**config.mk**
```make
export PLATFORM = sky130hd
export DESIGN_NAME = f11_qbus_cyc
export DESIGN_NICKNAME = d
export VERILOG_FILES = /design/src/rtl/f11_qbus_cyc.sv
export SDC_FILE = /design/constraint.sdc
export NUM_CORES = 1
export LEC_CHECK = 0
export ABC_AREA = 1
export BUFFER_PORTS_ARGS = -buffer_cell sky130_fd_sc_hd__buf_2
export CORE_ASPECT_RATIO = 1.2
export CORE_MARGIN = 5
export CORE_UTILIZATION = 35
export DETAILED_ROUTE_END_ITERATION = 6
export SLEW_MARGIN = 10
export SYNTH_ARGS = -nofsm -noshare
export SYNTH_HDL_FRONTEND = slang
export SYNTH_SLANG_ARGS = --single-unit
```
**constraint.sdc**
```tcl
create_clock -name pin_clk -period 4.84 [get_ports pin_clk]
set_clock_uncertainty 0.15 [all_clocks]
set_input_delay 0.968 -clock pin_clk [delete_from_list [all_inputs] [get_ports pin_clk]]
set_output_delay 0.968 -clock pin_clk [all_outputs]
set_load 0.02 [all_outputs]
```
**src/rtl/f11_qbus_cyc.sv**
```systemverilog
// f11_qbus_cyc: Q-bus DATI/DATO/DATOB/DATIO cycle sequencer fed by the DC304 MMU.
// Define QBUS_TOUT_EN to build the RPLY timeout counter and err_to.
module f11_qbus_cyc #(
  parameter int QB_SETUP = 2,
  parameter int QB_TOUT  = 64
) (
  input  logic        pin_clk,
  input  logic        pin_rst_n,
  input  logic        pin_mce_p,
  input  logic        pin_mce_n,
  input  logic        req_stb,
  input  logic        req_wr,
  input  logic        req_byte,
  input  logic        req_rmw,
  input  logic        req_wstb,
  input  logic [21:0] req_addr,
  input  logic        req_bs7,
  input  logic        req_de_n,
  input  logic        req_ra_n,
  input  logic [15:0] wdata,
  output logic [15:0] rdata,
  output logic        rdy,
  output logic        busy,
  output logic        err_to,
  output logic        err_abt,
  output logic [21:0] qb_dal_o,
  output logic        qb_dal_oe,
  input  logic [15:0] qb_dal_i,
  output logic        qb_sync,
  output logic        qb_din,
  output logic        qb_dout,
  output logic        qb_wtbt,
  output logic        qb_bs7,
  input  logic        qb_rply
);

  typedef enum logic [3:0] {
    IDLE, ADDR, SYNC, RD, RDEND, HOLD, WR, TAIL, LOCAL, ABT
  } state_t;

  state_t      state, state_nx;
  logic        rply_s1, rs;
  logic        wr_q, byte_q, rmw_q, bs7_q;
  logic [21:0] dal_q;
  logic [3:0]  scnt;
  logic        dout_r, dal_hold, rcap;
  logic        rdy_nx, abt_nx;
  logic        tout_hit, tmo;
  logic [15:0] wd;

  always_ff @(posedge pin_clk or negedge pin_rst_n) begin
    if (!pin_rst_n) begin
      rply_s1 <= 1'b0;
      rs      <= 1'b0;
    end else begin
      rply_s1 <= qb_rply;
      rs      <= rply_s1;
    end
  end

`ifdef QBUS_TOUT_EN
  logic [9:0] tcnt;
  logic       waiting;

  assign waiting  = (state == RD) || (state == WR && dout_r);
  assign tout_hit = waiting && (tcnt >= 10'(QB_TOUT - 1));

  always_ff @(posedge pin_clk or negedge pin_rst_n) begin
    if (!pin_rst_n) begin
      tcnt   <= '0;
      err_to <= 1'b0;
    end else if (pin_mce_p) begin
      tcnt   <= waiting ? tcnt + 10'd1 : 10'd0;
      err_to <= tmo;
    end
  end
`else
  assign tout_hit = 1'b0;
  assign err_to   = 1'b0;
`endif

  // A reply seen on the expiry tick keeps the cycle alive.
  assign tmo = tout_hit && !rs && ((state == RD && !rcap) || state == WR);

  // Byte data arrives right-justified and goes out on both lanes.
  assign wd       = byte_q ? {wdata[7:0], wdata[7:0]} : wdata;
  assign qb_dal_o = dal_q;

  always_ff @(posedge pin_clk or negedge pin_rst_n) begin
    if (!pin_rst_n) state <= IDLE;
    else if (pin_mce_p) state <= state_nx;
  end

  always_comb begin
    state_nx  = state;
    rdy_nx    = 1'b0;
    abt_nx    = 1'b0;
    qb_sync   = 1'b0;
    qb_din    = 1'b0;
    qb_dout   = 1'b0;
    qb_wtbt   = 1'b0;
    qb_bs7    = 1'b0;
    qb_dal_oe = 1'b0;
    busy      = (state != IDLE);
    case (state)
      IDLE: if (req_stb) state_nx = ADDR;
      ADDR: begin
        qb_dal_oe = 1'b1;
        qb_bs7    = bs7_q;
        qb_wtbt   = wr_q;
        if (scnt == 4'd0 && !req_de_n) begin
          state_nx = ABT;
          abt_nx   = 1'b1;
        end else if (scnt == 4'd0 && !req_ra_n) begin
          state_nx = LOCAL;
          rdy_nx   = 1'b1;
        end else if (scnt == 4'(QB_SETUP - 1)) begin
          state_nx = SYNC;
        end
      end
      SYNC: begin
        qb_sync   = 1'b1;
        qb_dal_oe = 1'b1;
        qb_wtbt   = wr_q;
        state_nx  = wr_q ? WR : RD;
      end
      RD: begin
        qb_sync = 1'b1;
        qb_din  = 1'b1;
        if (rcap) begin
          state_nx = RDEND;
          rdy_nx   = 1'b1;
        end else if (tmo) begin
          state_nx = IDLE;
        end
      end
      RDEND: begin
        qb_sync  = 1'b1;
        state_nx = rmw_q ? HOLD : TAIL;
      end
      HOLD: begin
        qb_sync = 1'b1;
        qb_wtbt = 1'b1;
        if (req_wstb) state_nx = WR;
      end
      WR: begin
        qb_sync   = 1'b1;
        qb_dal_oe = 1'b1;
        qb_dout   = dout_r;
        qb_wtbt   = byte_q;
        if (dout_r && rs) begin
          state_nx = TAIL;
          rdy_nx   = 1'b1;
        end else if (tmo) begin
          state_nx = IDLE;
        end
      end
      TAIL: begin
        qb_sync   = 1'b1;
        qb_dal_oe = dal_hold;
        if (!rs) state_nx = IDLE;
      end
      LOCAL:   state_nx = IDLE;
      ABT:     state_nx = IDLE;
      default: state_nx = IDLE;
    endcase
  end

  // Read data is taken on the falling-edge enable once the synchronized reply is up.
  always_ff @(posedge pin_clk or negedge pin_rst_n) begin
    if (!pin_rst_n) begin
      rdy      <= 1'b0;
      err_abt  <= 1'b0;
      rcap     <= 1'b0;
      dal_hold <= 1'b0;
      dout_r   <= 1'b0;
      scnt     <= '0;
      wr_q     <= 1'b0;
      byte_q   <= 1'b0;
      rmw_q    <= 1'b0;
      bs7_q    <= 1'b0;
      dal_q    <= '0;
      rdata    <= '0;
    end else if (pin_mce_p) begin
      rdy      <= rdy_nx;
      err_abt  <= abt_nx;
      rcap     <= 1'b0;
      dal_hold <= (state == WR);
      dout_r   <= (state == WR);
      scnt     <= (state == ADDR) ? scnt + 4'd1 : 4'd0;
      if (state == IDLE && req_stb) begin
        wr_q   <= req_wr;
        byte_q <= req_byte;
        rmw_q  <= req_rmw;
        bs7_q  <= req_bs7;
        dal_q  <= req_addr;
      end
      if ((state == SYNC && wr_q) || (state == HOLD && req_wstb))
        dal_q <= {6'd0, wd};
      if (state_nx == LOCAL)
        rdata <= '0;
    end else if (pin_mce_n && state == RD && rs && !rcap) begin
      rdata <= qb_dal_i;
      rcap  <= 1'b1;
    end
  end

endmodule
```
==> results of run 1 <==
logic make-up after synthesis:
group | Yosys count | synth area share
buffers and inverters | 41 | 0.0655
AND/OR/NAND/NOR | 241 | 0.373
AO/OA/AOI/OAI | 25 | 0.0547
flip-flops | 56 | 0.486
XOR/XNOR | 2 | 0.00608
other | 1 | 0.00130
adder cells (fa/ha/maj) | 3 | 0.0130
per-layer routing:
metal | vias up | routed length [µm] | track usage
met1 | 1292 | 3600 | 0.213
li1 | 1394 | - | -
met3 | 6 | 679 | 0.0390
met5 | - | 0 | 0
met4 | 0 | 46 | 0.0283
met2 | 118 | 3860 | 0.270
layout make-up:
class | instances | area [µm²] | share of cell area
clock buffer | 5 | 68.8 | 0.0192
tap | 95 | 119 | 0.0332
inverter | 26 | 97.6 | 0.0273
clock inverter | 3 | 27.5 | 0.00769
timing repair buffer | 114 | 573 | 0.160
sequential | 56 | 1400 | 0.391
multi-input combinational | 272 | 1290 | 0.361
state kept, by name, summed over array words and instances, names as in the netlist:
name	flops
bs7_q	1
byte_q	1
dal_hold	1
err_abt	1
qb_dal_o	22
rcap	1
rdata	16
rdy	1
rmw_q	1
rply_s1	1
rs	1
scnt	4
state	4
wr_q	1
path summary, 6_finish.rpt:
| check | cells after the start | from | end | slack, ns |
|---|---|---|---|---|
| setup / recovery | 7 | state[0]$_DFFE_PN0P_ | qb_wtbt | 1.77 |
| setup reg to reg | 10 | state[3]$_DFFE_PN0P_ | qb_dal_o[16]$_DFFE_PN0P_ | 2.39 |
| min in group asynchronous | 1 | pin_rst_n | rdata[0]$_DFFE_PN0P_ | 0.44 |
| hold reg to reg | 0 | rply_s1$_DFF_PN0_ | rs$_DFF_PN0_ | 0.21 |
| hold / removal | 0 | rply_s1$_DFF_PN0_ | rs$_DFF_PN0_ | 0.21 |
| max in group asynchronous | 2 | pin_rst_n | rmw_q$_DFFE_PN0P_ | 3.24 |
report_power, final:
group          switching, mW  internal [mW]  total (mW)
registers              0.142          0.659       0.801
clock network          0.169          0.107       0.276
logic                  0.687          0.330        1.02
Yosys cell counts, types with 3 or more instances:
master                       n
sky130_fd_sc_hd__o211ai_1   11
sky130_fd_sc_hd__nand2_1   142
sky130_fd_sc_hd__nand2_2     4
sky130_fd_sc_hd__ha_1        3
sky130_fd_sc_hd__clkbuf_1    6
sky130_fd_sc_hd__nand3_1    60
sky130_fd_sc_hd__dfrtp_1    56
sky130_fd_sc_hd__or2_2       8
sky130_fd_sc_hd__buf_6       3
sky130_fd_sc_hd__nand3b_1    3
sky130_fd_sc_hd__o21ai_0    10
sky130_fd_sc_hd__nor2_1     14
sky130_fd_sc_hd__buf_2       4
sky130_fd_sc_hd__inv_2       5
sky130_fd_sc_hd__inv_1      21
worst reg2reg max path: cells and delay by family, from the launching register on:
kind	cells	cell delay, ns
and+or+nand+nor	8	1.43
buffers and inverters	2	0.33
DFF	1	0.45
==> run summary, run 1 <==
The flow ran to the end, and the final reports show no timing, DRC or antenna violations. No sink is reached through more buffers than the 2 on the longest clock path. The number of cells produced by synthesis is 369. The worst voltage drop across the vdd grid came out at 224 µV.

The netlist uses 28 different library cells. Fill cells in the final layout number 855. CTS placed an instance of sky130_fd_sc_hd__clkbuf_8 at the clock tree root. The number of nets in the final layout is 545. The worst setup path is captured at an output pin.

0 antenna diodes ended up in the layout. The clock transition at the registers of the reported paths came out at 0.11 ns. The via density per instance is 4.92. The number of pins with negative max-slew slack in the final report is 0.

The maximum clock rate came out at 0.326 GHz. The HPWL after detailed placement is 6140 µm. The count of final setup violators came out at 0. The synthesized design contains 0 enable-type register cells. The fraction of registers with async set or reset after synthesis came out at 1.00. The required arrival time at the worst endpoint came out at 3.72 ns. Of the cells placed in the final design, the portion with a size suffix greater than 1 is 0.309.

Counting stages on the worst path, the most repeated cell is sky130_fd_sc_hd__nor2_1. The count of yosys warnings during synthesis is 0. The leakage power summed over all cells is 2.06 nW. The H-tree depth came out at 2. The mean routed wirelength per cell came out at 14.3 µm. The final-layout setup total negative slack is 0 ns. The worst hold-check path type is reg -> reg. The count of unresolved DRC violations after routing is 0. The area of the placeable core is 8060 µm².

The initialized floorplan defines 36 standard-cell rows. The first global-routing pass estimated 13,200 µm of wire. Headroom to the max-slew limit came out at 0.636.

In the layout the commonest cells are sky130_fd_sc_hd__nand2_1 (142), sky130_fd_sc_hd__buf_2 (113), sky130_fd_sc_hd__nand3_1 (60). The die covers 10,200 µm². The fraction of the yosys area taken by sequential cells is 0.486. The global-route usage over all layers came out at 0.160. The worst-case setup slack after placement is 2.13 ns. The congestion estimate from routability-driven global placement came to 0.896. The first-pass detailed-route iteration total came out at 5. The post-cts gate resize count is 0. In this run the count of I/O pins placed on the die edge is 115. The detailed router placed 2,810 vias in this run.

In this run the tool buffered the top-level ports with 113 buffer cells. The peak per-stage delay on the critical path came out at 0.53 ns. The worst setup path is launched from a flip-flop. The maximum fanout encountered on the critical timing path came out at 7. Across all setup checks in the final design, the least slack found is 1.77 ns. After detailed placement, the total cell area comes to 3480 µm². The number of hold buffers added after cts is 0. Counting both buffers and inverters, the worst setup path holds a total of 3. The post-synthesis sequential element count came out at 56. The mean instance size in the synthesized netlist is 7.81 µm².

Traced cell by cell, the critical path runs through inv_2 -> nor2_1 -> nand2_1 -> inv_1 -> nor2_1 -> o211ai_1 -> buf_2. The slew at the pin closest to its max-slew limit is 0.546 ns. The leading register cell type out of synthesis is sky130_fd_sc_hd__dfrtp_1. For this design the ratio of total power to cell area is 585 nW/µm².

At the end of the flow the core is filled with cells to 0.444. The total power consumption of the routed design is 2.09 mW. In this design, the largest share of critical-path delay is due to flip-flops. Leaving out fill and tap cells, the most frequent cell in the layout is sky130_fd_sc_hd__nand2_1. The effective utilization at floorplan is 0.358. The cell with the largest stage delay on the worst path is sky130_fd_sc_hd__dfrtp_1. The first routing iteration left 99 violations. The number of antenna violations at the first check in global routing came to 0. Synthesis produced a netlist with a net count of 439. TritonCTS built the clock tree. Leaving out filler cells and counting taps, the final layout contains 571. The number of global-route vias before repair came out at 2,709. The max capacitance violation total came out at 0.

The post-route fraction of the period consumed by the critical path came out at 0.634. The routed wire length came out at 8190 µm. The tightest hold path in the finished design has a slack of 0.212 ns. Measured along the y axis, the die boundary spans 109 µm.

With fillers left out, the area of the finished cells amounts to 3580 µm². The maximum number of pins on one net before global-route repair came out at 37. Of the post-synthesis cell area, the dominant cell type holds 0.486. The number of hold violations in the final report came out at 0. The endpoint arrival time on the critical path is 1.95 ns. The leading area contributor after synthesis is sky130_fd_sc_hd__dfrtp_1. The number of nets with antenna violations after routing is 0. The overflow left after global routing came out at 0.

In this run the cell area of the synthesized design comes to 2880 µm². The setup path with the least slack is of type reg -> out. After synthesis, the cell types taking the most area are sky130_fd_sc_hd__dfrtp_1 (49%), sky130_fd_sc_hd__nand2_1 (18%), sky130_fd_sc_hd__nand3_1 (10%), sky130_fd_sc_hd__o211ai_1 (2.9%), sky130_fd_sc_hd__inv_1 (2.7%). After clock tree synthesis, the setup repair step added 0 buffers. The number of buffers inserted during clock tree synthesis is 5. The area overhead of the layout relative to synthesis is 24.2%.

The number of sinks on the clock net is 56. The latest clock arrival within the worst-skew pair is 0.32 ns. The total placed cells including tap cells came out at 563. The clock period could shrink to 3.07 ns. The die is 92.8 µm wide. Setup repair after global routing left no endpoint under its margin.
Power figures use the tool's default switching activity.
==> run 2, diff against run 1 <==
--- a/config.mk
+++ b/config.mk
@@ -5,7 +5,7 @@
 export SDC_FILE = /design/constraint.sdc
 export NUM_CORES = 1
 export LEC_CHECK = 0
-export ABC_AREA = 1
+export ABC_AREA = 0
 export BUFFER_PORTS_ARGS = -buffer_cell sky130_fd_sc_hd__buf_2
 export CORE_ASPECT_RATIO = 1.2
 export CORE_MARGIN = 5
==> constraint.sdc (replaced) <==
create_clock -name pin_clk -period 2.5 [get_ports pin_clk]
set_clock_uncertainty 0.15 [all_clocks]
set_input_delay 0.5 -clock pin_clk [delete_from_list [all_inputs] [get_ports pin_clk]]
set_output_delay 0.5 -clock pin_clk [all_outputs]
set_load 0.02 [all_outputs]
==> run 2 against run 1 <==
Effect of this change:
- critical path depth shrank 4
- sequential power grew 91%
- register-to-register slack lost 2.1 ns
- synthesized cell count shrank 31%
- combinational power grew 85%
- via count shrank 17%
- largest cell class unchanged
- count of clock-buffer cells in the layout grew 2
- final area grew 1.3%
- sequential cell count is the same
- routed wire length shrank 14%
==> run summary, run 2 <==
The cell at the root of the clock tree is sky130_fd_sc_hd__clkbuf_8. The part of the total power dissipated in sequential elements is 0.388 (+0.006). The fraction of final layout cells sized beyond drive strength 1 is 0.496 (+0.187).

The worst setup path is captured at an output pin. The number of different library cells in the post-synthesis netlist was 44 (+57%). The effective utilization at floorplan is 0.355 (-0.00217). The power density over the cells is 1090 nW/µm² (+86%). The maximum number of pins on one net before global-route repair came to 32 (-14%). The max capacitance violation total came to 0 (unchanged). The cell row count came out at 36 (unchanged). The number of buffers added for setup after CTS is 0 (unchanged).

The flip-flop count of the largest register after layout came out at 22 (unchanged). The number of global-route vias before repair is 2,422 (-11%). The first-pass detailed-route iteration total came out at 4 (-1). The synthesized cell area is 2870 µm² (-0.61%). The slew at the pin closest to its max-slew limit came to 0.700 ns (+0.153 ns). Setup repair after global routing left no endpoint under its margin. The net count of the mapped netlist is 323 (-26%). The number of hold buffers added after cts was 0 (unchanged).

sky130_fd_sc_hd__dfrtp_1 takes more of the synthesized area than any other cell. The relative max-transition margin was 0.532 (-0.103). The final-layout setup total negative slack came out at 0 ns (unchanged).

The routed wire length came to 7020 µm (-14%). The wire length of the first global-routing pass is 11,400 µm (-14%). The endpoint arrival time on the critical path came out at 1.68 ns (-0.27 ns).

After synthesis, the cell types taking the most area are sky130_fd_sc_hd__dfrtp_1 (49%), sky130_fd_sc_hd__mux2_2 (17%), sky130_fd_sc_hd__mux2i_1 (5.6%), sky130_fd_sc_hd__nor2_1 (4.1%), sky130_fd_sc_hd__a22o_1 (2.1%). The fraction of the yosys area taken by sequential cells is 0.489 (+0.00297). The count of yosys warnings during synthesis is 0 (unchanged).

The global-route usage over all layers came to 0.140 (-0.0199). Leaving out fill and tap cells, the most frequent cells in the layout are sky130_fd_sc_hd__buf_2 (113), sky130_fd_sc_hd__dfrtp_1 (56), sky130_fd_sc_hd__mux2_2 (44). The final core area utilization is 0.450 (+0.00559). The routability-driven placement congestion ratio came out at 0.828 (-7.6%). The most used flip-flop cell after synthesis is sky130_fd_sc_hd__dfrtp_1. The slack of the critical path came out at 0.167 ns (-1.60 ns). The area of the die came to 10,100 µm² (-0.54%). The total vias in the final route is 2,342 (-17%). The mean instance size in the synthesized netlist came to 11.3 µm² (+45%). The commonest cells after synthesis are sky130_fd_sc_hd__dfrtp_1 (56), sky130_fd_sc_hd__mux2_2 (44), sky130_fd_sc_hd__nor2_1 (31). The portion of synthesized cell area occupied by the leading cell type came out at 0.489 (+0.00297).

The leakage power summed over all cells came out at 1.91 nW (-7.4%). The mean routed wirelength per cell was 15.3 µm (+6.4%). The fraction of registers with async set or reset after synthesis is 1.00 (unchanged). The number of nets in the final layout was 434 (-20%).

The required arrival time at the worst endpoint is 1.85 ns (-1.87 ns). The number of pins with negative max-slew slack in the final report is 0 (unchanged). The via density per instance was 5.09 (+3.5%). The chip width is 92.6 µm (-0.27%). The total internal power came out at 2.32 mW (+110%).

The number of cells produced by synthesis is 253 (-31%). The number of hold violations in the final report came to 0 (unchanged). The number of flops mapped to enable cells by yosys came out at 0 (unchanged). The post-synthesis sequential element count came out at 56 (unchanged). The count of final setup violators came out at 0 (unchanged). The clock network fraction of design power came out at 0.131 (about the same). The HPWL after detailed placement came out at 5300 µm (-14%). The quantity of I/O buffers inserted on ports is 113 (unchanged).

The worst voltage drop across the vdd grid came to 480 µV (+110%). The run finished with clean final reports. The worst-case setup slack after placement is 0.244 ns (-1.89 ns). The area of the placeable core is 8060 µm² (unchanged).

The clock transition at the registers of the reported paths came out at 0.10 ns (about the same). The floorplan die height is 109 µm (-0.27%). The worst setup path is launched from a flip-flop. The maximum clock rate is 0.429 GHz.

The post-cts gate resize count came out at 0 (unchanged). The total power consumption of the routed design came out at 3.94 mW (+88%). The number of nets with antenna violations after routing came out at 0 (unchanged). The final critical-path required period came out at 2.33 ns.

The library cell used most frequently in the layout, excluding fill and tap cells, is sky130_fd_sc_hd__buf_2. The TritonCTS clock tree is yes. The number of sinks on the clock net was 56 (unchanged). The H-tree depth came out at 2 (unchanged). By startpoint and endpoint, the worst setup path is classified as reg -> out. The number of buffers inserted during clock tree synthesis came out at 5 (unchanged).

The number of antenna violations at the first check in global routing is 0 (unchanged). The maximum fanout encountered on the critical timing path came out at 17 (+10). The overflow left after global routing came out at 0 (unchanged). The diode insertion count for antenna repair came out at 0 (unchanged). The I/O pin count is 115 (unchanged). The post-route fraction of the period consumed by the critical path came out at 0.933.

The fraction of power consumed by combinational cells is 0.481 (-0.005). The net switching component of the power was 1.61 mW (+62%). The maximum count of clock buffers along a single path is 2 (unchanged).

The count of unresolved DRC violations after routing is 0 (unchanged). The latest clock arrival within the worst-skew pair is 0.30 ns (-0.02 ns). The first-iteration detailed-routing DRC count is 61 (-38%). The most common cell in the synthesized netlist is sky130_fd_sc_hd__dfrtp_1. From synthesis to final layout, the design area changed by 26.5%. The switching share of power came out at 0.410 (-0.0667). The tightest min-delay check is of the in -> async type.
==> run 2: worst max-delay path: stages (launching register included) <==
cell	delay, ns
sky130_fd_sc_hd__dfrtp_1	0.63
sky130_fd_sc_hd__nor4bb_1	0.40
sky130_fd_sc_hd__and2_1	0.19
sky130_fd_sc_hd__buf_2	0.17
==> run 2: final cells by class <==
type	instances	area, µm²
Timing Repair Buffer	122	658
Multi-Input combinational cell	172	1330
Inverter	7	26.3
Tap cell	95	119
Clock buffer	7	86.3
Clock inverter	1	7.51
Sequential cell	56	1400
Fill cell	784	4440
==> run 2: power groups by stage <==
stage / clock [mW] / sequential [mW] / combinational [mW]
finish: 0.516 / 1.53 / 1.89
global route: 0.570 / 1.59 / 2.07
CTS: 0.541 / 1.53 / 1.93
detailed placement: 0 / 1.54 / 1.92
global placement: 0 / 1.54 / 1.90
floorplan: 0 / 1.80 / 1.01
==> run 2: layer usage <==
layer	GRT usage	up-vias	wire length (µm)
met4	0.0435	0	117
met2	0.245	72	3510
li1	-	1115	-
met3	0.0421	12	481
met5	0	-	0
met1	0.166	1143	2910
==> run 2: final timing paths <==
path                                       from                     to  slack [ns]  cells after the start
min in group pin_clk                    qb_rply      rply_s1$_DFF_PN0_        0.14                      1
min reg2reg                   rply_s1$_DFF_PN0_           rs$_DFF_PN0_        0.21                      0
max reg2reg                state[0]$_DFFE_PN0P_  rdata[11]$_DFFE_PN0P_        0.26                      4
min                                   pin_rst_n   dal_hold$_DFFE_PN0P_        0.05                      1
max                        state[1]$_DFFE_PN0P_                qb_dout        0.17                      3
max in group asynchronous             pin_rst_n       wr_q$_DFFE_PN0P_        1.57                      2
==> run 2: per-stage QoR <==
| step | instances | hold slack (ns) | instance area [µm²] |
|---|---|---|---|
| 2_1_floorplan | 253 | 0.0544 | 2870 |
| 6_report | 460 | 0.0516 | 3620 |
| 3_5_place_dp | 452 | 0.189 | 3530 |
| 5_1_grt | 460 | 0.0957 | 3620 |
| 3_3_place_gp | 452 | 0.187 | 3530 |
| 4_1_cts | 460 | 0.0718 | 3620 |
==> run 2: cell families after synthesis <==
logic type | Yosys count | share of synthesized area
other | 1 | 0.00131
buffers and inverters | 25 | 0.0480
multiplexers | 60 | 0.229
adder cells (fa/ha/maj) | 3 | 0.0131
AND/OR/NAND/NOR | 72 | 0.134
flip-flops | 56 | 0.489
AO/OA/AOI/OAI | 36 | 0.0856
==> run 3, diff against run 2 <==
--- a/config.mk
+++ b/config.mk
@@ -9,8 +9,9 @@
 export BUFFER_PORTS_ARGS = -buffer_cell sky130_fd_sc_hd__buf_2
 export CORE_ASPECT_RATIO = 1.2
 export CORE_MARGIN = 5
-export CORE_UTILIZATION = 35
+export CORE_UTILIZATION = 48
 export DETAILED_ROUTE_END_ITERATION = 6
+export PLACE_DENSITY = 0.79
 export SLEW_MARGIN = 10
 export SYNTH_ARGS = -nofsm -noshare
 export SYNTH_HDL_FRONTEND = slang
==> constraint.sdc (replaced) <==
create_clock -name pin_clk -period 2.4 [get_ports pin_clk]
set_clock_uncertainty 0.15 [all_clocks]
set_input_delay 0.48 -clock pin_clk [delete_from_list [all_inputs] [get_ports pin_clk]]
set_output_delay 0.48 -clock pin_clk [all_outputs]
set_load 0.02 [all_outputs]
==> run 3 against run 2 <==
Effect of this change:
- count of clock-buffer cells in the layout decreased by 1
- critical path type unchanged
- largest cell class unchanged
- worst setup slack got worse by 0.076 ns
- non-clock buffer count increased by 4
- worst hold slack got worse by 0.012 ns
- clock power increased by 1%
- final area increased by 0.31%
- critical endpoint is now qb_wtbt
- register-to-register slack about the same
==> run summary, run 3 (synthesized netlist as in run 2, its figures left out) <==
The count of unresolved DRC violations after routing is 0 (unchanged). The final-layout setup total negative slack is 0 ns (unchanged). The routed wire length came out at 7120 µm (+1.4%).

The switching share of power came out at 0.415 (+0.00509). The first-pass detailed-route iteration total came out at 4 (unchanged). The first-iteration detailed-routing DRC count came out at 144 (+140%). The worst hold path belongs to the class in -> async. The routability-driven placement congestion ratio came to 0.833 (+0.59%).

The critical path in this run is classified as reg -> out. In the finished design, the share of the clock period the worst path needs comes to 0.962. The area overhead of the layout relative to synthesis is 26.9%. The final core area utilization came out at 0.633 (+0.184). The number of pins with negative max-slew slack in the final report came out at 0 (unchanged). The count of final setup violators is 0 (unchanged).

The worst-case setup slack after placement came out at 0.259 ns (+0.0154 ns). The topmost layer with routed signal wires is met4. The total internal power came out at 2.42 mW (+4.3%).

The maximum count of clock buffers along a single path is 2 (unchanged). The worst setup path is launched from a flip-flop. The slew at the pin closest to its max-slew limit is 0.675 ns (-0.0244 ns). The latest clock arrival within the worst-skew pair came out at 0.31 ns (about the same). The total vias in the final route came out at 2,321 (-0.90%). The peak per-stage delay on the critical path is 0.52 ns (-0.11 ns). The flip-flop count of the largest register after layout came to 22 (unchanged).

The number of nets with antenna violations after routing came out at 0 (unchanged). TritonCTS built the clock tree. The chip width came to 80.5 µm (-13%). The endpoint arrival time on the critical path is 1.68 ns (about the same). The part of the total power dissipated in sequential elements came to 0.376 (-0.012). The run finished with clean final reports. The H-tree depth is 2 (unchanged). The root buffer cell chosen for the clock tree is sky130_fd_sc_hd__clkbuf_8. The effective utilization at floorplan came out at 0.499 (+0.144). The diode insertion count for antenna repair is 0 (unchanged). The critical register-to-register path startpoint is state[1]$_DFFE_PN0P_. Setup repair after global routing left no endpoint under its margin.

The depth of the most critical reg-to-reg path is 4 (unchanged). The internal reg-to-reg setup slack came out at 0.25 ns (about the same). The clock network fraction of design power is 0.126 (-0.005). The relative max-transition margin was 0.549 (+0.0163). The power density over the cells came to 1140 nW/µm² (+4.9%).

The overflow left after global routing is 0 (unchanged). The area of the die came to 7620 µm² (-25%). The cell row count is 30 (-17%). The fraction of power consumed by combinational cells came to 0.497 (+0.016).

Leaving out fill and tap cells, the most frequent cell in the layout is sky130_fd_sc_hd__buf_2. The number of hold violations in the final report came out at 0 (unchanged). The met1 layer wirelength in the final routing is 2790 µm (-4.4%).

The worst setup path is captured at an output pin. The sum of met3 wire segment lengths after detailed routing came out at 653 µm (+36%). The mean routed wirelength per cell is 15.9 µm (+3.9%). For this run, the top clock speed supported by timing is 0.433 GHz.

The I/O pin count is 115 (unchanged). The slack of the critical path came out at 0.0904 ns (-0.0764 ns). The fraction of final layout cells sized beyond drive strength 1 came to 0.507 (+0.0109). The net switching component of the power came to 1.72 mW (+6.5%). The number of nets in the final layout is 438 (+0.92%). The clock transition at the registers of the reported paths was 0.10 ns (about the same).

The global-route usage over all layers was 0.197 (+0.0561). The wire length of the first global-routing pass is 11,700 µm (+1.9%). Leaving out fill and tap cells, the most frequent cells in the layout are sky130_fd_sc_hd__buf_2 (113), sky130_fd_sc_hd__dfrtp_1 (55), sky130_fd_sc_hd__mux2_2 (44). The area of the placeable core is 5740 µm² (-29%). The endpoint of the most critical register-to-register path is rdata[1]$_DFFE_PN0P_. The number of buffers added for setup after CTS was 0 (unchanged). The maximum fanout encountered on the critical timing path came out at 11 (-6).

The HPWL after detailed placement is 5550 µm (+4.7%). The max capacitance violation total was 0 (unchanged). The via density per instance is 5.17 (+1.5%).

The number of hold buffers added after cts came out at 0 (unchanged). The slowest stage of the critical path belongs to the cell sky130_fd_sc_hd__dfrtp_1. The leakage power summed over all cells is 1.93 nW (+0.86%). The maximum number of pins on one net before global-route repair came to 30 (-6.3%).

The number of sinks on the clock net is 56 (unchanged). The smallest hold slack was 0.0395 ns (-0.0121 ns). The floorplan die height was 94.6 µm (-13%). The quantity of I/O buffers inserted on ports is 113 (unchanged). The total power consumption of the routed design came out at 4.14 mW (+5.2%).

The final critical-path required period is 2.31 ns. The routed length on met2 is 3560 µm (+1.5%). The number of buffers inserted during clock tree synthesis came to 5 (unchanged). The signal on the critical path passes through buf_4 -> inv_1 -> nor2_1 -> nor4_1 -> buf_2. The number of global-route vias before repair was 2,442 (+0.83%). The worst voltage drop across the vdd grid came out at 690 µV (+44%).

The required arrival time at the worst endpoint was 1.77 ns (-0.08 ns). The number of antenna violations at the first check in global routing is 0 (unchanged).
==> run 3: timing repair <==
| action | 4_1_cts | 5_1_grt |
|---|---|---|
| setup endpoints to repair | 0 | 2 |
| endpoints found under the hold margin | 0 | 0 |
| resized for setup | 0 | 2 |
==> run 3: power by group through the flow <==
stage	registers, mW	logic (mW)	clock network, mW
5_1_grt	1.61	2.24	0.570
4_1_cts	1.55	2.08	0.530
2_1_floorplan	1.88	1.05	0
3_3_place_gp	1.55	2.02	0
3_5_place_dp	1.57	2.07	0
6_report	1.56	2.06	0.522
==> run 3: area by class of cell <==
| cell class | instances | area (µm²) |
|---|---|---|
| repair buffers | 126 | 688 |
| inverters | 7 | 26.3 |
| fillers | 462 | 2110 |
| well taps | 80 | 100 |
| clock inverters | 2 | 13.8 |
| clock buffers | 6 | 72.6 |
| flip-flops and latches | 56 | 1400 |
| multi-input cells | 172 | 1330 |
==> run 3: worst max path at each step <==
stage / start / end / depth (start not counted)
floorplan: byte_q$_DFFE_PN0P_ / qb_wtbt / 5
global route: state[2]$_DFFE_PN0P_ / qb_wtbt / 5
global placement: req_wstb / qb_dal_o[19]$_DFFE_PN0P_ / 8
detailed placement: state[1]$_DFFE_PN0P_ / rdata[1]$_DFFE_PN0P_ / 4
finish: state[1]$_DFFE_PN0P_ / qb_wtbt / 5
CTS: state[0]$_DFFE_PN0P_ / qb_wtbt / 5
==> run 3: metrics by stage <==
| stage | cell area, µm² | std cells |
|---|---|---|
| after floorplan | 2870 | 253 |
| after detailed placement | 3540 | 441 |
| final | 3640 | 449 |
| after global placement | 3540 | 441 |
| after global routing | 3640 | 449 |
| after CTS | 3630 | 449 |
==> run 3: critical path, delay by kind of cell, from the launching register on <==
family / cells / cell delay, ns
flops: 1 / 0.52
buf+inv: 3 / 0.51
simple gates: 2 / 0.33
==> run 3: routing by layer <==
layer	global-route usage	vias up
met2	0.336	86
met4	0.0563	0
met1	0.231	1102
met3	0.0716	11
met5	0	-
li1	-	1122
